--- config.mk ---
export PLATFORM = sky130hd
export DESIGN_NAME = toy_bus_age_arb
export DESIGN_NICKNAME = d
export VERILOG_FILES = /design/src/rtl/toy_bus_age_arb.sv
export SDC_FILE = /design/constraint.sdc
export NUM_CORES = 1
export LEC_CHECK = 0
export ABC_AREA = 1
export CORE_MARGIN = 3
export CORE_UTILIZATION = 32
export CTS_CLUSTER_SIZE = 14
export DETAILED_ROUTE_END_ITERATION = 10
export GPL_TIMING_DRIVEN = 1
export PLACE_DENSITY_LB_ADDON = 0.25
export REMOVE_ABC_BUFFERS = 1
export SYNTH_ARGS = -nofsm -noshare
export SYNTH_HDL_FRONTEND = slang
export SYNTH_SLANG_ARGS = --single-unit
--- constraint.sdc ---
create_clock -name clk -period 2.7 [get_ports clk]
set_input_delay 0.27 -clock clk [delete_from_list [all_inputs] [get_ports clk]]
set_output_delay 0.27 -clock clk [all_outputs]
set_load 0.01 [all_outputs]
--- src/rtl/toy_bus_age_arb.sv ---
// toy_bus_age_arb: oldest-first N-input arbiter for a toy_bus egress port.
// The age matrix orders requesters by arrival, and the grant is locked for the whole of a multi-beat packet.
module toy_bus_age_arb #(
    parameter int N  = 4,
    parameter int DW = 32,
    parameter int IW = $clog2(N)
) (
    input  logic          clk,
    input  logic          rst_n,
    input  logic [N-1:0]  in_vld,
    input  logic [N-1:0]  in_last,
    input  logic [N*DW-1:0] in_data,
    output logic [N-1:0]  in_rdy,
    output logic          out_vld,
    output logic          out_last,
    output logic [DW-1:0] out_data,
    output logic [IW-1:0] out_src,
    input  logic          out_rdy
);
    localparam int NP = N * (N - 1) / 2;

    // Position of older[i][j] (i<j) in the packed upper triangle
    function automatic int pidx(input int i, input int j);
        return i * N - i * (i + 1) / 2 + j - i - 1;
    endfunction

    logic [N-1:0]  active_q;
    logic          lock_q;
    logic [IW-1:0] lock_idx_q;
    logic [NP-1:0] age_q;
    logic [N-1:0]  arrive, elig, win, done;
    logic [N-1:0]  older [N];
    logic [IW-1:0] sel_u, sel;
    logic          fire;

    for (genvar i = 0; i < N; i++) begin : g_row
        for (genvar j = 0; j < N; j++) begin : g_col
            if (i < j) begin : g_up
                assign older[i][j] = age_q[pidx(i, j)];
            end else if (i > j) begin : g_lo
                assign older[i][j] = ~age_q[pidx(j, i)];
            end else begin : g_diag
                assign older[i][j] = 1'b1;
            end
        end
        assign win[i] = elig[i] & (&(older[i] | ~elig));
    end

    always_comb begin
        arrive = in_vld & ~active_q;
        elig   = active_q & in_vld;
        sel_u  = '0;
        for (int i = 0; i < N; i++)
            if (win[i]) sel_u = IW'(i);
        sel      = lock_q ? lock_idx_q : sel_u;
        out_vld  = lock_q ? in_vld[lock_idx_q] : |elig;
        out_src  = sel;
        out_last = in_last[sel];
        out_data = in_data[sel*DW +: DW];
        fire     = out_vld & out_rdy;
        in_rdy   = fire ? ({{(N-1){1'b0}}, 1'b1} << sel) : '0;
        done     = in_rdy & in_last;
    end

    always_ff @(posedge clk or negedge rst_n) begin
        if (!rst_n) begin
            active_q   <= '0;
            lock_q     <= 1'b0;
            lock_idx_q <= '0;
            age_q      <= '0;
        end else begin
            active_q <= arrive | (active_q & ~done);
            if (fire) begin
                lock_q     <= ~out_last;
                lock_idx_q <= sel;
            end
            // A newcomer is younger than every active requester and older than every idle one
            for (int i = 0; i < N; i++)
                for (int j = i + 1; j < N; j++)
                    if (arrive[i] & arrive[j])
                        age_q[pidx(i, j)] <= 1'b1;
                    else if (arrive[i])
                        age_q[pidx(i, j)] <= ~active_q[j];
                    else if (arrive[j])
                        age_q[pidx(i, j)] <= active_q[i];
        end
    end
endmodule
==> results of run 1 <==
## sequential cells by signal (all words and copies together) (netlist names)
| name | cells |
|---|---|
| active_q | 4 |
| age_q | 6 |
| lock_idx_q | 2 |
| lock_q | 1 |
## metal layers
layer	GRT usage, %	part of all wire [%]	vias up
li1	-	-	1410
met4	9.450	2.3	0
met2	48.00	49	154
met5	0	0	-
met3	4.966	9.6	24
met1	33.86	39	1346
## cell type report
| cell class | count | area share [%] |
|---|---|---|
| clock buffers | 3 | 1.073 |
| flip-flops and latches | 13 | 8.453 |
| multi-input cells | 248 | 31.34 |
| repair buffers | 202 | 54.75 |
| well taps | 70 | 2.276 |
| clock inverters | 1 | 0.1300 |
| inverters | 19 | 1.983 |
## synth_stat cells (all sizes together)
cell,count
inv,18
nand2,99
o21ai,4
nor2,19
nand4,33
clkinv,1
buf,20
o221ai,6
nand3,86
dfrtp,13
a21oi,1
## logic make-up after synthesis
| family | after synthesis | synth area share (%) |
|---|---|---|
| and+or+nand+nor | 237 | 64.17 |
| buffers and inverters | 39 | 12.66 |
| DFF | 13 | 18.70 |
| AOI/OAI and AO/OA | 11 | 4.460 |
## worst paths after layout
path | startpoint | slack [ns] | to | cells past startpoint
max in group asynchronous | rst_n | 1.89 | active_q[0] | 1
setup reg to reg | active_q[2] | 1.07 | lock_q | 12
min in group clk | age_q[2] | 0.53 | age_q[2] | 2
hold / removal | rst_n | 0.41 | active_q[2] | 1
setup / recovery | in_vld[2] | 0.16 | in_rdy[2] | 11
hold reg to reg | age_q[2] | 0.53 | age_q[2] | 2
## power by group
group          switching, mW  leakage, nW  internal, mW
Sequential             0.103        0.151         0.293
Combinational           2.31         1.77          2.11
Clock                 0.0763       0.0255         0.102
## what timing repair did
action / 4_1_cts / 5_1_grt
resized for setup: 7 / 36
setup endpoints to repair: 14 / 31
hold buffers: 0 / 0
pin swaps: 0 / 0
## per-stage QoR
step	TNS (ns)	hold WS (ns)	setup WS (ns)	power [mW]	cells
4_1_cts	0	0.4364	0.002729	5.068	556
5_1_grt	-0.01372	0.4531	-0.007387	5.353	556
6_report	0	0.4071	0.1615	4.996	556
3_3_place_gp	-0.2297	0.5099	-0.06641	4.876	552
2_1_floorplan	0	-0.02559	0.4812	2.346	280
3_5_place_dp	-0.2164	0.5208	-0.04679	4.916	552
==> impl_metrics.csv, run 1 <==
group,metric,value,unit
run_status,outcome,"completed",
global_routing,grt_pass1_wl,13.90,mm
clocking,numCtsBuffers,3,
global_routing,antenna_found_initial,0,
detailed_routing,drtIter0Drc,200,
pwr,cellPowerDensity,1298,nW/um^2
setup_path,path_buf_inv,4,
final_layout,nNetsFinal,626,
detailed_routing,firstDrtPassIters,4,
sta,fmax,393.9,MHz
setup_path,worst_setup_path_start_kind,"input pin",
final_layout,final_area,3849,sq um
sta,period_needed,2.538,ns
clocking,post_cts_buffers,0,
pwr,p_leak,1.947,nW
detailed_routing,remaining_drc_errors,0,
synth,syn_inst,300,
setup_path,cp_slowest_stage_delay,0.56,ns
place,place.gp.congestion,0.9087,
global_routing,grt_pass1_vias,2733,
setup_path,critical-path-top-delay-family,"buffers and inverters",
setup_path,critical_path.max_fanout,4,
sta,drv_slew,0,
setup_path,cpMostUsedCell,"nor2_1",
setup_path,cp_data_arrival_time,2.27,ns
detailed_routing,wl,9.607,mm
final_layout,final_common_cell,"clkdlybuf4s50_1",
final_layout,multi_input_area,1206,sq um
pwr,vdd_drop_max,725.6,uV
final_layout,mostFrequentLayoutCells,"clkdlybuf4s50_1, nand2_1, nand3_1",
sta,fin_worst_skew,0.003552,ns
place,hpwl,7.714,mm
final_layout,drive_gt1_share,8.230,%
setup_path,path_cells,"clkdlybuf4s50_1 > nand2_1 > nor2_1 > nand3_1 > nand3_2 > nand2_2 > buf_4 > nor2_1 > inv_1 > nor2_1 > clkdlybuf4s50_1",
place,io_buffers,178,
sta,finalHoldViolations,0,
detailed_routing,vias_per_cell,5.277,
floorplanning,core,5172,sq um
floorplanning,fp.dieW,79.72,um
synth,ys_ff_latch,13,
detailed_routing,wire_per_inst,17.28,um
synth,ys_types,18,
final_layout,diodes,0,
global_routing,grt.total_usage,27.58,%
floorplanning,dieArea,6355,sq um
synth,syn_area_per_cell,5.797,sq um
final_layout,regArea,325.3,sq um
detailed_routing,drtAntennaViolNets,0,
clocking,tritoncts,"yes",
synth,synth_seq_area_share,18.71,%
setup_path,endpoint_kind,"primary output",
detailed_routing,dr_total_vias,2934,
clocking,clk_pin_slew,0.06,ns
synth,synth_top_area_share,24.17,%
final_layout,fin_util,74.41,%
floorplanning,io_pins,179,
clocking,cts_root_buf,"clkbuf_8",
synth,syn_area,1739,sq um
floorplanning,floorplan.rows,26,
floorplanning,fp.dieH,79.72,um
setup_path,critical_path_class,"input pin to primary output",
clocking,worstSkewPairLatency,0.25,ns
clocking,htree_levels,1,
synth,yosys_warnings,0,
floorplanning,initial_utilization,33.62,%
sta,setup_violations,0,
clocking,cts_sinks,13,
job,maxCapViolCount,0,
sta,relSlewSlack,58.90,%
sta,tightest_slew,0.6146,ns
global_routing,gr-total-overflow,0,
synth,synth_area_leader_cell,"nand3_1",
setup_path,worstPathRequired,2.43,ns
final_layout,syn_to_final_growth,121.3,%
setup_path,slowest_stage,"clkdlybuf4s50_1",
sta,finalCritPeriodShare,94.02,%
place,place_area,3705,sq um
synth,yosys-top-cells-area,"nand3_1, nand2_1, dfrtp_1",
min_path,hold_class,"input pin to asynchronous set/reset pin",
global_routing,grt_max_degree,27,
final_layout,n_fill_cell,433,
clocking,cts_buffer_depth,2,
Power figures use the tool's default switching activity.
==> run 2, diff against run 1 <==
==> constraint.sdc (replaced) <==
create_clock -name clk -period 3 [get_ports clk]
set_input_delay 0.3 -clock clk [delete_from_list [all_inputs] [get_ports clk]]
set_output_delay 0.3 -clock clk [all_outputs]
set_load 0.01 [all_outputs]
==> run 2 against run 1 <==
Global-route usage is 0.73 points higher. Final cell count fell by 1.3%. Sequential power decreased by 11%. Non-clock buffer count decreased by 7. First-iteration DRC count is 10% higher. Clock power shrank 13%. Via count shrank 2.5%. Core utilization decreased by 3.5 points. Register-to-register slack gained 0.20 ns. Routed wire length fell by 0.49%. Critical path type unchanged. Critical endpoint is now out_data[3]. Largest cell class unchanged.
==> impl_metrics.csv, run 2 (synthesis gave the netlist of run 1 again) <==
group,metric,value,unit
run_status,outcome,"completed",
final_layout,reg.largest.list,"age_q x6, active_q x4, lock_idx_q x2",
detailed_routing,wire_per_inst,17.41,um
place,hpwl,7.865,mm
final_layout,final_common_cell,"clkdlybuf4s50_1",
sta,drv_slew,0,
setup_path,endpoint_kind,"primary output",
clocking,tritoncts,"yes",
clocking,cts_buffer_depth,2,
clocking,hold_buffers,0,
sta,relSlewSlack,59.60,%
min_path,hold_class,"input pin to asynchronous set/reset pin",
setup_path,critical_path.max_fanout,11,
floorplanning,core,5172,sq um
setup_path,rr_worst_depth,10,
clocking,numCtsBuffers,3,
place,place.gp.congestion,0.9383,
final_layout,fin_util,70.92,%
final_layout,final_area,3669,sq um
setup_path,critical_path_class,"input pin to primary output",
floorplanning,dieArea,6355,sq um
floorplanning,floorplan.rows,26,
global_routing,antenna_found_initial,0,
detailed_routing,firstDrtPassIters,5,
final_layout,multi_input_area,1194,sq um
detailed_routing,vias_per_cell,5.209,
clocking,cts_sinks,13,
floorplanning,initial_utilization,33.62,%
sta,finalHoldViolations,0,
detailed_routing,dr_total_vias,2860,
sta,rsz0062_at_grt,"no",
setup_path,cp_data_arrival_time,2.57,ns
setup_path,worst_setup_path_start_kind,"input pin",
final_layout,mostFrequentLayoutCells,"clkdlybuf4s50_1, nand2_1, nand3_1",
final_layout,regArea,325.3,sq um
global_routing,grt_pass1_wl,14.15,mm
floorplanning,fp.dieH,79.72,um
final_layout,nNetsFinal,619,
final_layout,drive_gt1_share,6.472,%
floorplanning,fp.dieW,79.72,um
clocking,clk_pin_slew,0.06,ns
detailed_routing,drtAntennaViolNets,0,
final_layout,syn_to_final_growth,110.9,%
place,place_area,3615,sq um
global_routing,grt_max_degree,24,
sta,period_needed,2.866,ns
setup_path,reg2reg_from,"active_q[2]",
global_routing,gr-total-overflow,0,
detailed_routing,remaining_drc_errors,0,
place,io_buffers,178,
global_routing,grt_pass1_vias,2747,
detailed_routing,wl,9.560,mm
global_routing,grt.total_usage,28.32,%
sta,setup_tns,0,ns
clocking,cts_root_buf,"clkbuf_8",
setup_path,worstPathRequired,2.70,ns
sta,fmax,348.9,MHz
pwr,cellPowerDensity,1218,nW/um^2
clocking,worstSkewPairLatency,0.24,ns
final_layout,diodes,0,
pwr,vdd_drop_max,597.4,uV
setup_path,r2r_setup_slack,1.27,ns
sta,tightest_slew,0.6041,ns
job,maxCapViolCount,0,
sta,fin_worst_skew,0.004728,ns
detailed_routing,drtIter0Drc,220,
setup_path,reg2reg_to,"lock_q",
final_layout,largest_register_ffs,6,
final_layout,max_flop_register,"age_q",
clocking,htree_levels,1,
sta,setup_violations,0,
sta,whs,0.4372,ns
pwr,p_leak,1.557,nW
floorplanning,io_pins,179,
final_layout,n_fill_cell,448,
sta,finalCritPeriodShare,95.53,%
## run 2: cell types whose count changed in the layout (fill, tap and decap cells not counted), moves of 2 or more
cell | before | now
buf_12 | 5 | 2
buf_4 | 17 | 15
clkdlybuf4s50_1 | 142 | 176
dlygate4sd2_1 | 5 | 0
dlymetal6s2s_1 | 31 | 2
## run 2: critical path, stage by stage
cell,delay [ns]
clkdlybuf4s50_1,0.51
nand2_2,0.09
inv_1,0.06
nand2_1,0.05
clkinv_1,0.05
nand2_2,0.06
nand3_2,0.10
nand2_2,0.09
buf_4,0.19
nor2_8,0.16
buf_4,0.20
nand2_1,0.06
nand4_1,0.09
clkdlybuf4s50_1,0.55
## run 2: worst max-delay path by stage
| stage | startpoint | to | slack, ns | cells after the start |
|---|---|---|---|---|
| floorplan | active_q[3] | out_data[0] | 0.75 | 11 |
| global placement | in_vld[1] | out_data[29] | 0.12 | 13 |
| detailed placement | in_vld[1] | out_data[29] | 0.11 | 13 |
| CTS | in_vld[1] | out_data[29] | 0.11 | 13 |
| global route | in_vld[3] | out_data[11] | 0.01 | 14 |
| finish | in_vld[3] | out_data[3] | 0.13 | 14 |
## run 2: area by class of cell
type                            count  area share [%]
Sequential cell                    13           8.868
Timing Repair Buffer              195           52.86
Multi-Input combinational cell    248           32.54
Tap cell                           70           2.387
Clock inverter                      1          0.1364
Clock buffer                        3           1.126
Inverter                           19           2.080
## run 2: report_power, final
group          switching [mW]  total, mW  internal [mW]
Combinational            2.05       3.96           1.91
Clock                  0.0633      0.155         0.0917
Sequential             0.0890      0.353          0.264
## run 2: timing repair
item | 4_1_cts | 5_1_grt
setup endpoints to repair | 0 | 21
gates resized for setup | 0 | 3
hold endpoints to repair | 0 | 0
buffers inserted | 0 | 0
## run 2: stage by stage
step,setup slack [ns],power [mW],std cells
final,0.1340,4.470,549
after global routing,0.01330,4.776,549
after CTS,0.1093,4.462,549
after detailed placement,0.1111,4.289,545
after global placement,0.1206,4.227,545
after floorplan,0.7512,2.111,280
## run 2: routing by layer
metal / GRT usage [%] / vias to the layer above / share of wire, %
met5: 0 / - / 0
met4: 8.076 / 0 / 2.0
met3: 4.966 / 19 / 7.6
met2: 48.25 / 143 / 49
met1: 36.32 / 1297 / 41
li1: - / 1401 / -
